`config.mk`:
```
export PLATFORM = sky130hd
export DESIGN_NAME = mem_arbiter_flat
export DESIGN_NICKNAME = d
export VERILOG_FILES = /design/src/rtl/cpu_types_pkg.sv /design/src/rtl/mem_arbiter_if.sv /design/src/rtl/mem_arbiter.sv /design/src/flat_wrapper.sv
export SDC_FILE = /design/constraint.sdc
export NUM_CORES = 1
export LEC_CHECK = 0
export ABC_AREA = 1
export CAP_MARGIN = 20
export CORE_AREA = 2 2 105 107
export CTS_CLUSTER_SIZE = 16
export DETAILED_ROUTE_END_ITERATION = 12
export DIE_AREA = 0 0 107 109
export PLACE_DENSITY = 0.65
export SKIP_CTS_REPAIR_TIMING = 1
export SLEW_MARGIN = 10
export SYNTH_ARGS = -nofsm -noshare
export SYNTH_HDL_FRONTEND = slang
export SYNTH_SLANG_ARGS = --single-unit
```
`constraint.sdc`:
```
create_clock -name CLK -period 1.61 [get_ports CLK]
set_input_delay 0.322 -clock CLK [delete_from_list [all_inputs] [get_ports CLK]]
set_output_delay 0.322 -clock CLK [all_outputs]
set_load 0.01 [all_outputs]
```
`src/rtl/cpu_types_pkg.sv`:
```
// Shared CPU-side types: word and RAM handshake encodings plus the
// memory arbiter's grant state.
package cpu_types_pkg;

  typedef logic [31:0] word_t;

  typedef enum logic [1:0] {
    FREE   = 2'd0,
    BUSY   = 2'd1,
    ACCESS = 2'd2,
    ERROR  = 2'd3
  } ram_state_t;

  typedef enum logic [1:0] {
    ARB_IDLE   = 2'd0,
    ARB_DGRANT = 2'd1,
    ARB_IGRANT = 2'd2
  } arb_state_t;

endpackage : cpu_types_pkg

```
`src/rtl/mem_arbiter_if.sv`:
```
// Cache-request and single-port RAM signals seen by the memory arbiter.
// slave is the arbiter's view; master is the caches-plus-RAM side.
interface mem_arbiter_if;
  import cpu_types_pkg::*;

  // instruction cache side
  logic       iREN;
  word_t      iaddr;
  logic       iwait;
  word_t      iload;
  // data cache side
  logic       dREN;
  logic       dWEN;
  word_t      daddr;
  word_t      dstore;
  logic       dwait;
  word_t      dload;
  // RAM side
  logic       ramREN;
  logic       ramWEN;
  word_t      ramaddr;
  word_t      ramstore;
  word_t      ramload;
  ram_state_t ramstate;

  modport slave (
    input  iREN, iaddr, dREN, dWEN, daddr, dstore, ramload, ramstate,
    output iwait, iload, dwait, dload, ramREN, ramWEN, ramaddr, ramstore
  );

  modport master (
    output iREN, iaddr, dREN, dWEN, daddr, dstore, ramload, ramstate,
    input  iwait, iload, dwait, dload, ramREN, ramWEN, ramaddr, ramstore
  );

endinterface : mem_arbiter_if

```
`src/rtl/mem_arbiter.sv`:
```
// Serialises instruction and data cache requests onto one RAM port with a
// registered grant, alternating priority, abort on withdrawal and a watchdog.
module mem_arbiter
  import cpu_types_pkg::*;
#(
  parameter int TIMEOUT = 64
) (
  input  logic             CLK,
  input  logic             nRST,
  mem_arbiter_if.slave     bus,
  output logic             timeout
);

  localparam int CW = $clog2(TIMEOUT) + 1;
  localparam logic [CW-1:0] CNT_TOP = CW'(TIMEOUT);

  localparam logic LAST_INSTR = 1'b0;
  localparam logic LAST_DATA  = 1'b1;

  arb_state_t    state, next_state;
  logic          last, next_last;
  logic [CW-1:0] cnt, cnt_inc;
  logic          stalled;

  logic i_req, d_req;
  assign i_req = bus.iREN;
  assign d_req = bus.dREN | bus.dWEN;

  assign cnt_inc = (cnt == CNT_TOP) ? CNT_TOP : cnt + 1'b1;

  // NOTE: every output and next-state value gets a default before the case,
  // so no path through this block leaves a variable unassigned (no latches).
  always_comb begin
    bus.iwait    = 1'b1;
    bus.dwait    = 1'b1;
    bus.iload    = '0;
    bus.dload    = '0;
    bus.ramREN   = 1'b0;
    bus.ramWEN   = 1'b0;
    bus.ramaddr  = '0;
    bus.ramstore = '0;
    next_state   = state;
    next_last    = last;
    stalled      = 1'b0;

    unique case (state)
      ARB_IDLE: begin
        if (d_req && i_req)
          next_state = (last == LAST_INSTR) ? ARB_DGRANT : ARB_IGRANT;
        else if (d_req)
          next_state = ARB_DGRANT;
        else if (i_req)
          next_state = ARB_IGRANT;
      end

      ARB_DGRANT: begin
        bus.ramaddr  = bus.daddr;
        bus.ramstore = bus.dstore;
        bus.ramWEN   = bus.dWEN;
        bus.ramREN   = bus.dREN & ~bus.dWEN;
        bus.dload    = bus.ramload;
        // A withdrawn request wins over a late ACCESS: nothing is completed.
        if (!d_req) begin
          next_state = ARB_IDLE;
        end else if (bus.ramstate == ACCESS) begin
          bus.dwait  = 1'b0;
          next_last  = LAST_DATA;
          next_state = i_req ? ARB_IGRANT : ARB_IDLE;
        end else begin
          stalled = 1'b1;
        end
      end

      ARB_IGRANT: begin
        bus.ramaddr = bus.iaddr;
        bus.ramREN  = bus.iREN;
        bus.iload   = bus.ramload;
        if (!i_req) begin
          next_state = ARB_IDLE;
        end else if (bus.ramstate == ACCESS) begin
          bus.iwait  = 1'b0;
          next_last  = LAST_INSTR;
          next_state = d_req ? ARB_DGRANT : ARB_IDLE;
        end else begin
          stalled = 1'b1;
        end
      end

      default: next_state = ARB_IDLE;
    endcase
  end

  // NOTE: sequential state uses non-blocking assignments so every register
  // samples pre-edge values regardless of statement order.
  always_ff @(posedge CLK or negedge nRST) begin
    if (!nRST) begin
      state   <= ARB_IDLE;
      last    <= LAST_INSTR;
      cnt     <= '0;
      timeout <= 1'b0;
    end else begin
      state <= next_state;
      last  <= next_last;
      if (stalled) begin
        cnt <= cnt_inc;
        if (cnt_inc == CNT_TOP)
          timeout <= 1'b1;
      end else begin
        cnt <= '0;
      end
    end
  end

endmodule : mem_arbiter

```
`src/flat_wrapper.sv`:
```
// flat-port wrapper written by rule: the top's interface ports become plain ports
module mem_arbiter_flat import cpu_types_pkg::*;
#(
  parameter int TIMEOUT = 64
)
  (CLK, nRST, timeout, bus_iREN, bus_iaddr, bus_dREN, bus_dWEN, bus_daddr, bus_dstore, bus_ramload, bus_ramstate, bus_iwait, bus_iload, bus_dwait, bus_dload, bus_ramREN, bus_ramWEN, bus_ramaddr, bus_ramstore);
  mem_arbiter_if bus_i ();
  input  logic CLK;
  input  logic nRST;
  output logic timeout;
  input wire logic [$bits(bus_i.iREN)-1:0] bus_iREN;
  input wire logic [$bits(bus_i.iaddr)-1:0] bus_iaddr;
  input wire logic [$bits(bus_i.dREN)-1:0] bus_dREN;
  input wire logic [$bits(bus_i.dWEN)-1:0] bus_dWEN;
  input wire logic [$bits(bus_i.daddr)-1:0] bus_daddr;
  input wire logic [$bits(bus_i.dstore)-1:0] bus_dstore;
  input wire logic [$bits(bus_i.ramload)-1:0] bus_ramload;
  input wire logic [$bits(bus_i.ramstate)-1:0] bus_ramstate;
  output wire logic [$bits(bus_i.iwait)-1:0] bus_iwait;
  output wire logic [$bits(bus_i.iload)-1:0] bus_iload;
  output wire logic [$bits(bus_i.dwait)-1:0] bus_dwait;
  output wire logic [$bits(bus_i.dload)-1:0] bus_dload;
  output wire logic [$bits(bus_i.ramREN)-1:0] bus_ramREN;
  output wire logic [$bits(bus_i.ramWEN)-1:0] bus_ramWEN;
  output wire logic [$bits(bus_i.ramaddr)-1:0] bus_ramaddr;
  output wire logic [$bits(bus_i.ramstore)-1:0] bus_ramstore;
  assign bus_i.iREN = bus_iREN;
  assign bus_i.iaddr = bus_iaddr;
  assign bus_i.dREN = bus_dREN;
  assign bus_i.dWEN = bus_dWEN;
  assign bus_i.daddr = bus_daddr;
  assign bus_i.dstore = bus_dstore;
  assign bus_i.ramload = bus_ramload;
  assign bus_i.ramstate = bus_ramstate;
  assign bus_iwait = bus_i.iwait;
  assign bus_iload = bus_i.iload;
  assign bus_dwait = bus_i.dwait;
  assign bus_dload = bus_i.dload;
  assign bus_ramREN = bus_i.ramREN;
  assign bus_ramWEN = bus_i.ramWEN;
  assign bus_ramaddr = bus_i.ramaddr;
  assign bus_ramstore = bus_i.ramstore;
  mem_arbiter #(.TIMEOUT(TIMEOUT)) u_core (.CLK(CLK), .nRST(nRST), .bus(bus_i), .timeout(timeout));
endmodule
```
==> Yosys cells after proc, flatten, opt, wreduce, memory -nomap -nowiden <==
Cells that the tools add are included.
{ "word_totals": {"register_bits": 11, "latch_bits": 0, "mem_bits_rw": 0, "mem_bits_ro": 0, "in_bits": 135, "output_inout_bits": 133, "word_cells": 58, "mem_count": 0} }
{ "op_classes": {"add_sub_neg": 1, "n_mul": 0, "div": 0, "order_cmp": 0, "eq_ne": 12, "shifts": 0, "mux": 32, "n_bitwise": 3, "n_reduce_logical": 6} }
{ "op_table": {"columns": ["operator", "n"], "rows": [
  ["32-bit two-way mux", 3],
  ["32-bit case mux with 2 select lines", 1],
  ["2-bit two-way mux", 9],
  ["7-bit == test (second input constant)", 2],
  ["7-bit two-way mux", 2],
  ["1-bit two-way mux", 13],
  ["7-bit by 1-bit adder with 7-bit output (second input constant)", 1],
  ["2-bit by 1-bit inequality test with 1-bit output (second input constant)", 3],
  ["1-bit case mux with 2 select lines", 3],
  ["2-bit case mux with 3 select lines", 1],
  ["5-bit AND reduction", 1],
  ["2-bit == test (second input constant)", 2],
  ["4-bit by 2-bit inequality test with 1-bit output (second input constant)", 1],
  ["3-bit by 2-bit inequality test with 1-bit output (second input constant)", 1],
  ["3-bit inequality test (second input constant)", 1],
  ["3-bit AND reduction", 1],
  ["2-bit by 1-bit == test with 1-bit output (second input constant)", 1],
  ["2-bit zero test", 1],
  ["2-bit inequality test (second input constant)", 1],
  ["2-bit AND reduction", 1],
  ["2-bit nonzero test", 1],
  ["1-bit bitwise AND", 1],
  ["1-bit logical AND", 1],
  ["1-bit NOT", 1],
  ["1-bit OR", 1]
]} }

==> Depth between registers and ports, before layout <==
Gate-level depths: netlist (run 1).
{ "depth": {"word_depth": 5, "ltp_mapped": 10, "mapped_depth_nobuf": 10} }

==> Worst setup path after synthesis (run 1) <==
Ideal clock, no wire load.
{ "synth_path": {"path_type": "register to output", "start": "register u_core.state[1]", "end": "output port bus_ramaddr[10]", "t_arrival_ps": 1340, "required_ps": 1288, "path_slack_ps": -52, "stages_incl_launch_ff": 7, "path_buffers": 2, "path_cell_list": "dfrtp_1 inv_1 ha_1 buf_2 clkbuf_1 nand2_1 a21oi_1"} }
{ "synth_via": {"elab_chain_len": 2, "elab_cells_between_ends": 3, "classes_between": "2 x eq/ne; 1 x mux"} }
{ "synth_rtl": {"columns": ["item", "line", "source"], "rows": [
  ["from (decl)", "mem_arbiter.sv:20", "arb_state_t state, next_state;"],
  ["from (signal assigned)", "mem_arbiter.sv:102", "state <= next_state;"],
  ["2-bit == test or 2-bit by 1-bit == test with 1-bit output (tied branches)", "mem_arbiter.sv:46", "unique case (state)"],
  ["32-bit case mux with 2 select lines *", "mem_arbiter.sv:46", null],
  ["to (decl)", "flat_wrapper.sv:25", "output wire logic [$bits(bus_i.ramaddr)-1:0] bus_ramaddr;"]
]} }
Every way passes the cells marked *; elsewhere a longest branch is shown, timed or not.

==> Worst setup path after layout (run 1) <==
{ "layout_path": {"start": "register u_core.state[0]", "end": "output port bus_ramREN"} }
{ "layout_via": {"elab_chain_len": 2, "elab_cells_between_ends": 3, "classes_between": "2 x eq/ne; 1 x mux"} }
{ "layout_rtl": {"columns": ["item", "line", "source"], "rows": [
  ["2-bit == test or 2-bit by 1-bit == test with 1-bit output (tied branches)", "mem_arbiter.sv:46", null],
  ["1-bit case mux with 2 select lines *", "mem_arbiter.sv:46", null],
  ["to (decl)", "flat_wrapper.sv:23", "output wire logic [$bits(bus_i.ramREN)-1:0] bus_ramREN;"]
]} }
Marked as above.

==> metrics.md, run 1 <==
| Metric | Value |
|---|---|
| Router iterations before antenna repair | `4` |
| DR vias | `3517` |
| Layout cells sized above 1 | `0.406` |
| Critical-path top delay cell | `dfrtp_1` |
| P per Cell Area | `1220 nW/um^2` |
| Register area | `275 um^2` |
| Async SR Flop Fraction | `1.00` |
| Mapped Cells | `412` |
| CTS tree | `built` |
| Finished Cell Area | `5380 um^2` |
| Critical path cell sequence | `buf_6 > ha_4 > buf_12 > buf_12 > buf_6 > nand3b_1 > a21oi_2 > buf_2` |
| Crit end category | `output pin` |
| Achievable Freq | `0.518 GHz` |
| Post-synth top area cell | `nand2_1` |
| Setup CP Type | `flip-flop to output pin` |
| Max stage delay on crit path | `0.40 ns` |
| RSZ-0062 raised after global routing | `yes` |
| Synth Net Count | `553` |
| Slew @ Worst Pin | `0.534 ns` |
| XOR/XNOR Fraction of Synth Area | `0.00887` |
| Synth warn | `0` |
| Core area | `10600 um^2` |
| Worst Slack Setup Final | `-0.320 ns` |
| Antenna-violating nets left | `0` |
| Switching Power | `3.09 mW` |
| Synth top area cells | `nand2_1, inv_1, dfrtp_1, a21oi_1, ha_1` |
| Total global routing track utilization | `0.163` |
| Tot Pwr | `6.54 mW` |
| Max-cap check violation count | `0` |
| Largest net degree at the start of global routing | `37` |
| Final hold viol count | `0` |
| Finished Core Util | `0.507` |
| Crit start category | `flip-flop` |
| Final worst-path cycle share | `1.20` |
| Vias per cell | `4.10` |
| Clk pwr share | `0.043` |
| Root Buffer | `clkbuf_8` |
| Mean area per synthesized cell | `4.80 um^2` |
| Total die area | `11700 um^2` |
| Post-synth cell types | `24` |
| Relative slew slack | `0.643` |
| Number of synthesized flops with an enable pin | `0` |
| Worst vdd ir | `529 uV` |
| Placer's final routability congestion estimate | `0.809` |
| Clk buf depth | `2` |
| DP HPWL | `8810 um` |
| Vias in the first global route | `3224` |
| FF+latch count, synth | `11` |
| Total CTS buffers | `3` |
| Largest family of logic cells by synthesized area | `simple AND/OR/NAND/NOR gates` |
| Internal power | `3.45 mW` |
| IO Pins | `268` |
| Antenna diodes | `0` |
| Sequential group share of total power | `0.056` |
| CP Max Fanout | `7` |
| Critical Path AT | `1.61 ns` |
| Fin Hold WS | `0.431 ns` |
| Logic gate share of total power | `0.901` |
| Sequential fraction of the synthesis area | `0.139` |
| CTS Sinks | `11` |
| Buffers on Ports | `267` |
| Fraction of the mapped netlist area in adder cells | `0.0380` |
| Rows | `38` |
| Path category of the worst min-delay check | `input port to asynchronous set/reset pin` |
| Sum Neg Setup Slack | `-28.11 ns` |
| Multi-input logic area | `1500 um^2` |
| Fillers | `1039` |
| Compound-cell area share of the yosys netlist | `0.116` |
| Path depth of the worst reg2reg path | `10` |
| Final WL | `11800 um` |
| First-pass GRT wire length | `15400 um` |
| Crit path required time | `1.29 ns` |
| Clk_lat worst skew | `0.24 ns` |
| Failing checks | `setup timing` |
| # DRC | `0` |
| Reg-to-reg slack, setup | `-0.18 ns` |
| Initial antenna violation count | `0` |
| Final #Nets | `859` |
| Layout area overhead | `172%` |
| Mapped Area | `1980 um^2` |
| H-Tree Depth | `1` |
| Clock transition at the registers of the reported paths | `0.06 ns` |
| Final setup viols | `140` |
| Switch share | `0.472` |
| Global route overflow | `0` |
| Layout Skew | `0.00596 ns` |
| Die height | `109 um` |
| Leakage power | `3.25 nW` |
| Pins Over Slew Limit | `0` |
| Top_reg_cell synth | `dfrtp_1` |
| Initial drt markers | `132` |
| Yosys top cell area share | `0.355` |
| Avg WL per Cell | `13.7 um` |
| Status | `finished, violations left` |
| Post-Synth Simple-Gate Area | `0.431` |
| Starting Density | `0.186` |
| Placed inst area | `5040 um^2` |
| Min cycle time layout | `1.93 ns` |
| Die Span X | `107 um` |
| Multiplexer share of the synthesized area | `0` |
[cell usage in the layout, fill, tap and decap left out, types with 15 or more instances in the layout]
cell / count
buf_6: 39
buf_2: 35
clkdlybuf4s50_1: 135
nand2_1: 131
inv_1: 93
a21oi_1: 19
buf_4: 25
clkbuf_2: 65
a21oi_2: 15
inv_2: 19
nand2_2: 41
nand2_4: 16
[metal layers]
metal | up-vias | part of all wire | global-route usage
li1 | 1780 | - | -
met1 | 1592 | 0.37 | 0.189
met2 | 138 | 0.55 | 0.310
met5 | - | 0 | 0
met3 | 7 | 0.069 | 0.0323
met4 | 0 | 0.0068 | 0.0334
[cells by family after synthesis]
kind of cell               after synthesis
and+or+nand+nor                        214
buffers and inverters                  136
AOI/OAI and AO/OA                       43
DFF                                     11
adders and majority gates                6
xor gates and xnor gates                 2
[stage by stage]
step                worst slack (ns)  instances
floorplan                   -0.00718        412
detailed placement            -0.576        821
global route                  -0.384        857
CTS                           -0.819        825
global placement              -0.574        821
finish                        -0.320        857
[power groups by stage]
stage | combinational [mW] | sequential [mW] | clock [mW]
floorplan | 2.06 | 0.364 | 0
global placement | 4.88 | 0.364 | 0
detailed placement | 4.91 | 0.368 | 0
CTS | 4.94 | 0.363 | 0.286
global route | 6.37 | 0.373 | 0.301
finish | 5.89 | 0.366 | 0.280
[critical path, delay by kind of cell, from the launching register on]
| kind | cells | cell delay, ns |
|---|---|---|
| DFF | 1 | 0.40 |
| and+or+nand+nor | 1 | 0.11 |
| adders and majority gates | 1 | 0.16 |
| buffers and inverters | 5 | 0.64 |
| AOI/OAI and AO/OA | 1 | 0.06 |
[sequential cells by signal, indices dropped and copies added, names as in the netlist]
| name | cells |
|---|---|
| u_core.cnt | 7 |
| u_core.last | 1 |
| u_core.state | 2 |
| u_core.timeout | 1 |
[final timing paths]
kind	to	start
worst max-delay path	bus_ramREN	u_core.state[0]
worst min-delay path	u_core.timeout	nRST
worst max register to register	u_core.last	u_core.state[0]
worst min register to register	u_core.timeout	u_core.timeout
max in group asynchronous	u_core.cnt[6]	nRST
min in group CLK	u_core.timeout	u_core.timeout
[layout make-up]
class                           count  area share
Timing Repair Buffer              323       0.548
Multi-Input combinational cell    265       0.279
Inverter                          114      0.0805
Sequential cell                    11      0.0512
Tap cell                          140      0.0326
Clock buffer                        3     0.00768
Clock inverter                      1    0.000930
[synthesized netlist by cell type, types with 3 or more instances]
library cell	instances
a21oi_1	34
buf_1	3
buf_2	11
clkbuf_1	7
dfrtp_1	11
ha_1	6
inv_1	112
nand2_1	187
nand3_1	8
nor2_1	11
o21ai_0	3
o21ai_1	3
Note: power is estimated with default switching activity, not from simulation.
==> run 2, diff against run 1 <==
--- a/config.mk
+++ b/config.mk
@@ -7,11 +7,12 @@
 export LEC_CHECK = 0
 export ABC_AREA = 1
 export CAP_MARGIN = 20
-export CORE_AREA = 2 2 105 107
+export CORE_AREA = 2 2 103 105
 export CTS_CLUSTER_SIZE = 16
 export DETAILED_ROUTE_END_ITERATION = 12
-export DIE_AREA = 0 0 107 109
-export PLACE_DENSITY = 0.65
+export DIE_AREA = 0 0 105 107
+export DONT_BUFFER_PORTS = 1
+export PLACE_DENSITY = 0.31
 export SKIP_CTS_REPAIR_TIMING = 1
 export SLEW_MARGIN = 10
 export SYNTH_ARGS = -nofsm -noshare
==> metrics.md, run 2 (synthesis gave the netlist of run 1 again) <==
| Metric | Value |
|---|---|
| Antenna diodes | `0 (unchanged)` |
| DP HPWL | `6020 um (was 8810 um)` |
| Worst Hold Launch | `bus_iREN` |
| # DRC | `0 (unchanged)` |
| IO Pins | `268 (unchanged)` |
| Finished Core Util | `0.318 (was 0.507)` |
| CP Max Fanout | `5 (was 7)` |
| Commonest non-fill, non-tap cell in the layout | `nand2_1 (was clkdlybuf4s50_1)` |
| Hold worst-path end | `u_core.state[0]` |
| Die height | `107 um (was 109 um)` |
| Final WL | `8600 um (was 11800 um)` |
| Layout Skew | `0.00310 ns (was 0.00596 ns)` |
| Reg-to-reg slack, setup | `-0.05 ns (was -0.18 ns)` |
| Clk_lat worst skew | `0.23 ns (was 0.24 ns)` |
| Achievable Freq | `0.545 GHz (was 0.518 GHz)` |
| Vias in the first global route | `1921 (was 3224)` |
| Total die area | `11200 um^2 (was 11700 um^2)` |
| Status | `finished, violations left (unchanged)` |
| Worst Slack Setup Final | `-0.224 ns (was -0.320 ns)` |
| Rows | `37 (was 38)` |
| Failing checks | `setup timing (unchanged)` |
| Global route overflow | `0 (unchanged)` |
| Max-cap check violation count | `0 (unchanged)` |
| Core area | `10100 um^2 (was 10600 um^2)` |
| Layout cells sized above 1 | `0.430 (was 0.406)` |
| Min cycle time layout | `1.83 ns (was 1.93 ns)` |
| Final hold viol count | `0 (unchanged)` |
| Initial antenna violation count | `0 (unchanged)` |
| Sequential group share of total power | `0.070 (was 0.056)` |
| Starting Density | `0.196 (was 0.186)` |
| DR vias | `2520 (was 3517)` |
| Internal power | `2.43 mW (was 3.45 mW)` |
| Total global routing track utilization | `0.110 (was 0.163)` |
| Leakage power | `1.89 nW (was 3.25 nW)` |
| Vias per cell | `4.33 (was 4.10)` |
| CTS Sinks | `11 (unchanged)` |
| Critical Path AT | `1.51 ns (was 1.61 ns)` |
| Reg2reg start | `u_core.state[0] (unchanged)` |
| Largest register FFs | `7 (unchanged)` |
| Path depth of the worst reg2reg path | `8 (was 10)` |
| Buffers on Ports | `0 (was 267)` |
| Avg WL per Cell | `14.8 um (was 13.7 um)` |
| Clk buf depth | `2 (unchanged)` |
| First-pass GRT wire length | `10100 um (was 15400 um)` |
| RSZ-0062 raised after global routing | `yes (unchanged)` |
| Reg-to-reg endpoint | `u_core.last (unchanged)` |
| Crit start category | `flip-flop (unchanged)` |
| Sum Neg Setup Slack | `-15.22 ns (was -28.11 ns)` |
| Setup CP Type | `flip-flop to output pin (unchanged)` |
| Total CTS buffers | `3 (unchanged)` |
| Logic gate share of total power | `0.878 (was 0.901)` |
| Clock transition at the registers of the reported paths | `0.05 ns (was 0.06 ns)` |
| Worst vdd ir | `558 uV (was 529 uV)` |
| Fin Hold WS | `0.300 ns (was 0.431 ns)` |
| Largest net degree at the start of global routing | `40 (was 37)` |
| CTS tree | `built (unchanged)` |
| P per Cell Area | `1650 nW/um^2 (was 1220 nW/um^2)` |
| Switching Power | `2.88 mW (was 3.09 mW)` |
| Top flop regs | `u_core.cnt (7), u_core.state (2) (unchanged)` |
| Most frequent cells in the layout | `nand2_1, inv_1, inv_2 (was clkdlybuf4s50_1, nand2_1, inv_1)` |
| Tot Pwr | `5.31 mW (was 6.54 mW)` |
| Root Buffer | `clkbuf_8 (unchanged)` |
| Register name with the most flops | `u_core.cnt (unchanged)` |
| Relative slew slack | `0.634 (was 0.643)` |
| Antenna-violating nets left | `0 (unchanged)` |
| Final setup viols | `129 (was 140)` |
| Crit end category | `output pin (unchanged)` |
| Crit path required time | `1.29 ns (about the same)` |
| Switch share | `0.543 (was 0.472)` |
| Initial drt markers | `100 (was 132)` |
| Final #Nets | `588 (was 859)` |
| Die Span X | `105 um (was 107 um)` |
| Slew @ Worst Pin | `0.547 ns (was 0.534 ns)` |
| Clk pwr share | `0.052 (was 0.043)` |
| Router iterations before antenna repair | `4 (unchanged)` |
| H-Tree Depth | `1 (unchanged)` |
| Final worst-path cycle share | `1.14 (was 1.20)` |
| Pins Over Slew Limit | `0 (unchanged)` |
| Placer's final routability congestion estimate | `0.724 (was 0.809)` |
| Layout area overhead | `62.6% (was 172%)` |
| Worst Hold Depth | `3` |
| Path category of the worst min-delay check | `input port to flip-flop (was input port to asynchronous set/reset pin)` |
-- run 2: cell types whose count changed in the layout (fill, tap and decap cells not counted), moves of 4 or more --
cell	before	now
a21oi_1	19	10
a21oi_4	1	12
buf_2	35	0
buf_4	25	21
buf_6	39	11
clkbuf_2	65	0
clkdlybuf4s50_1	135	0
inv_1	93	55
inv_2	19	54
nand2_1	131	141
nand2_2	41	29
-- run 2: cell type report --
type | count | area [um^2]
well taps | 136 | 170
clock buffers | 4 | 45.0
multi-input cells | 265 | 1610
fillers | 1099 | 6880
repair buffers | 52 | 672
inverters | 114 | 440
flip-flops and latches | 11 | 275
-- run 2: power groups by stage --
stage | registers [mW] | logic (mW) | clock network (mW)
2_1_floorplan | 0.364 | 2.06 | 0
3_3_place_gp | 0.371 | 2.91 | 0
3_5_place_dp | 0.371 | 2.89 | 0
4_1_cts | 0.368 | 2.90 | 0.291
5_1_grt | 0.375 | 5.01 | 0.310
6_report | 0.371 | 4.67 | 0.278
-- run 2: layer usage --
| metal | global-route usage | vias up | part of all wire |
|---|---|---|---|
| li1 | - | 1234 | - |
| met1 | 0.147 | 1145 | 0.40 |
| met2 | 0.198 | 139 | 0.54 |
| met3 | 0.00790 | 2 | 0.056 |
| met4 | 0.0200 | 0 | 0.0031 |
| met5 | 0 | - | 0 |
-- run 2: worst max path at each step --
stage                       end  slack, ns             from  cells after the start
2_1_floorplan   bus_ramaddr[13]     -0.007  u_core.state[0]                      6
3_3_place_gp     bus_ramaddr[2]       0.01  u_core.state[1]                      5
3_5_place_dp    bus_ramaddr[22]      -0.02  u_core.state[1]                      5
4_1_cts         bus_ramaddr[17]      -0.29  u_core.state[1]                      6
5_1_grt        bus_ramstore[17]      -0.29  u_core.state[0]                      7
6_report       bus_ramstore[12]      -0.22  u_core.state[0]                      7
-- run 2: critical path, cell delays in order (launching register included) --
cell	delay [ns]
dfrtp_1	0.40
buf_4	0.15
ha_4	0.19
buf_12	0.14
clkbuf_16	0.14
buf_4	0.13
nand2_1	0.06
inv_1	0.07
-- run 2: metrics by stage --
step	std cells	cell area, um^2	worst slack (ns)
2_1_floorplan	412	2010	-0.00718
3_3_place_gp	547	2300	0.0126
3_5_place_dp	547	2300	-0.0246
4_1_cts	551	2340	-0.290
5_1_grt	582	3210	-0.288
6_report	582	3210	-0.224
==> run 3, diff against run 2 <==
--- a/config.mk
+++ b/config.mk
@@ -12,7 +12,7 @@
 export DETAILED_ROUTE_END_ITERATION = 12
 export DIE_AREA = 0 0 105 107
 export DONT_BUFFER_PORTS = 1
-export PLACE_DENSITY = 0.31
+export PLACE_DENSITY = 0.3
 export SKIP_CTS_REPAIR_TIMING = 1
 export SLEW_MARGIN = 10
 export SYNTH_ARGS = -nofsm -noshare
==> constraint.sdc (replaced) <==
create_clock -name CLK -period 1.8 [get_ports CLK]
set_input_delay 0.36 -clock CLK [delete_from_list [all_inputs] [get_ports CLK]]
set_output_delay 0.36 -clock CLK [all_outputs]
set_load 0.01 [all_outputs]
==> metrics.md, run 3 (synthesis gave the netlist of run 1 again) <==
| Metric | Value |
|---|---|
| Router iterations before antenna repair | `4 (unchanged)` |
| Avg WL per Cell | `14.0 um (was 14.8 um)` |
| RSZ-0062 raised after global routing | `yes (unchanged)` |
| Min cycle time layout | `1.83 ns` |
| DR vias | `2417 (was 2520)` |
| Register name with the most flops | `u_core.cnt (unchanged)` |
| Final Non-Filler Cells | `552 (was 582)` |
| H-Tree Depth | `1 (unchanged)` |
| Internal power | `1.45 mW (was 2.43 mW)` |
| Clk pwr share | `0.069 (was 0.052)` |
| GR Util met3 | `0.00486 (was 0.00790)` |
| Worst Slack Setup Final | `-0.0276 ns (was -0.224 ns)` |
| Total global routing track utilization | `0.108 (was 0.110)` |
| Layout cells sized above 1 | `0.209 (was 0.430)` |
| Clock transition at the registers of the reported paths | `0.05 ns (about the same)` |
| CP Max Fanout | `33 (was 5)` |
| Commonest non-fill, non-tap cell in the layout | `nand2_1 (unchanged)` |
| Global route overflow | `0 (unchanged)` |
| IO Pins | `268 (unchanged)` |
| Buffers on Ports | `0 (unchanged)` |
| Antenna diodes | `0 (unchanged)` |
| Final WL | `7720 um (was 8600 um)` |
| Rows | `37 (unchanged)` |
| Crit end category | `output pin (unchanged)` |
| Switch share | `0.593 (was 0.543)` |
| Final worst-path cycle share | `1.02` |
| Met1 Use GR | `0.130 (was 0.147)` |
| Final #Nets | `558 (was 588)` |
| Most frequent cells in the layout | `nand2_1, inv_1, a21oi_2 (was nand2_1, inv_1, inv_2)` |
| CTS tree | `built (unchanged)` |
| Vias per cell | `4.38 (was 4.33)` |
| Failing checks | `setup timing (unchanged)` |
| Path category of the worst min-delay check | `input port to flip-flop (unchanged)` |
| Layout Skew | `0.00113 ns (was 0.00310 ns)` |
| Leakage power | `1.64 nW (was 1.89 nW)` |
| Largest net degree at the start of global routing | `44 (was 40)` |
| Crit start category | `flip-flop (unchanged)` |
| Slew @ Worst Pin | `0.532 ns (was 0.547 ns)` |
| P per Cell Area | `1390 nW/um^2 (was 1650 nW/um^2)` |
| Initial drt markers | `124 (was 100)` |
| Critical Path AT | `1.47 ns (was 1.51 ns)` |
| Reg-to-reg slack, setup | `0.18 ns (was -0.05 ns)` |
| CTS Sinks | `11 (unchanged)` |
| Total die area | `11200 um^2 (unchanged)` |
| Status | `finished, violations left (unchanged)` |
| Finished Core Util | `0.253 (was 0.318)` |
| DP HPWL | `6050 um (was 6020 um)` |
| Final setup viols | `7 (was 129)` |
| Crit path required time | `1.44 ns (was 1.29 ns)` |
| Largest register FFs | `7 (unchanged)` |
| Setup CP Type | `flip-flop to output pin (unchanged)` |
| Pins Over Slew Limit | `0 (unchanged)` |
| # DRC | `0 (unchanged)` |
| Achievable Freq | `0.547 GHz` |
| First-pass GRT wire length | `10000 um (was 10100 um)` |
| Relative slew slack | `0.644 (was 0.634)` |
| Clk_lat worst skew | `0.23 ns (about the same)` |
| Placed Cells | `540 (was 547)` |
| Most Crowded Layer GR | `met2 (unchanged)` |
| Final hold viol count | `0 (unchanged)` |
| Max-cap check violation count | `0 (unchanged)` |
| Sequential group share of total power | `0.092 (was 0.070)` |
| Root Buffer | `clkbuf_8 (unchanged)` |
| Sum Neg Setup Slack | `-0.0967 ns (was -15.22 ns)` |
| Logic gate share of total power | `0.839 (was 0.878)` |
| Met2 Use GR | `0.212 (was 0.198)` |
| Starting Density | `0.196 (unchanged)` |
| Top flop regs | `u_core.cnt (7), u_core.state (2) (unchanged)` |
| Total CTS buffers | `3 (unchanged)` |
| Antenna-violating nets left | `0 (unchanged)` |
| Die height | `107 um (unchanged)` |
| Die Span X | `105 um (unchanged)` |
| Worst vdd ir | `658 uV (was 558 uV)` |
| Core area | `10100 um^2 (unchanged)` |
| Initial antenna violation count | `0 (unchanged)` |
| Clk buf depth | `2 (unchanged)` |
| Layout area overhead | `29.3% (was 62.6%)` |
| Switching Power | `2.11 mW (was 2.88 mW)` |
| Placer's final routability congestion estimate | `0.769 (was 0.724)` |
| Vias in the first global route | `2109 (was 1921)` |
| Fillers | `1161 (was 1099)` |
## run 3: cell types whose count changed in the layout (fill, tap and decap cells not counted), moves of 7 or more
cell / change
nand2_4: -18
nand2_1: +36
a21oi_2: +17
a21oi_4: -12
buf_6: -7
nand2_2: -18
buf_4: -12
inv_2: -38
inv_1: +43
## run 3: routing by layer
layer,up-vias,wire (um)
li1,1173,-
met4,0,27
met5,-,0
met3,2,537
met1,1090,2920
met2,152,4240
## run 3: area by class of cell
type | count | area [um^2] | share of cell area
clock buffer | 4 | 45.0 | 0.0176
inverter | 114 | 428 | 0.167
multi-input combinational | 265 | 1340 | 0.526
sequential | 11 | 275 | 0.108
tap | 136 | 170 | 0.0666
timing repair buffer | 22 | 293 | 0.115
## run 3: worst paths after layout
kind | from | endpoint | cells past startpoint
worst min register to register | u_core.timeout | u_core.timeout | 2
worst max-delay path | u_core.state[0] | bus_ramaddr[17] | 6
worst max register to register | u_core.state[1] | u_core.timeout | 8
max in group asynchronous | nRST | u_core.last | 1
worst min-delay path | bus_iREN | u_core.state[1] | 3
min in group asynchronous | nRST | u_core.cnt[5] | 1
## run 3: power groups by stage
stage                     Sequential [mW]  Combinational [mW]  Clock, mW
after CTS                           0.323                2.45      0.258
after detailed placement            0.325                2.44          0
after global placement              0.325                2.46          0
final                               0.328                2.99      0.245
after global routing                0.332                3.26      0.271
after floorplan                     0.325                1.77          0
## run 3: stage by stage
step	area, um^2	hold WS [ns]	setup slack [ns]	power, mW
3_5_place_dp	2230	0.0646	0.134	2.77
4_1_cts	2270	-0.191	-0.131	3.03
2_1_floorplan	1980	0.0644	0.100	2.10
3_3_place_gp	2230	0.0646	0.149	2.79
6_report	2550	0.363	-0.0276	3.56
5_1_grt	2550	0.393	-0.106	3.86
## run 3: critical path: stages, from the launching register on
cell and delay [ns]:
dfrtp_1 0.40, inv_2 0.11, ha_4 0.22, inv_2 0.06, buf_12 0.22, a21oi_2 0.05
buf_4 0.14
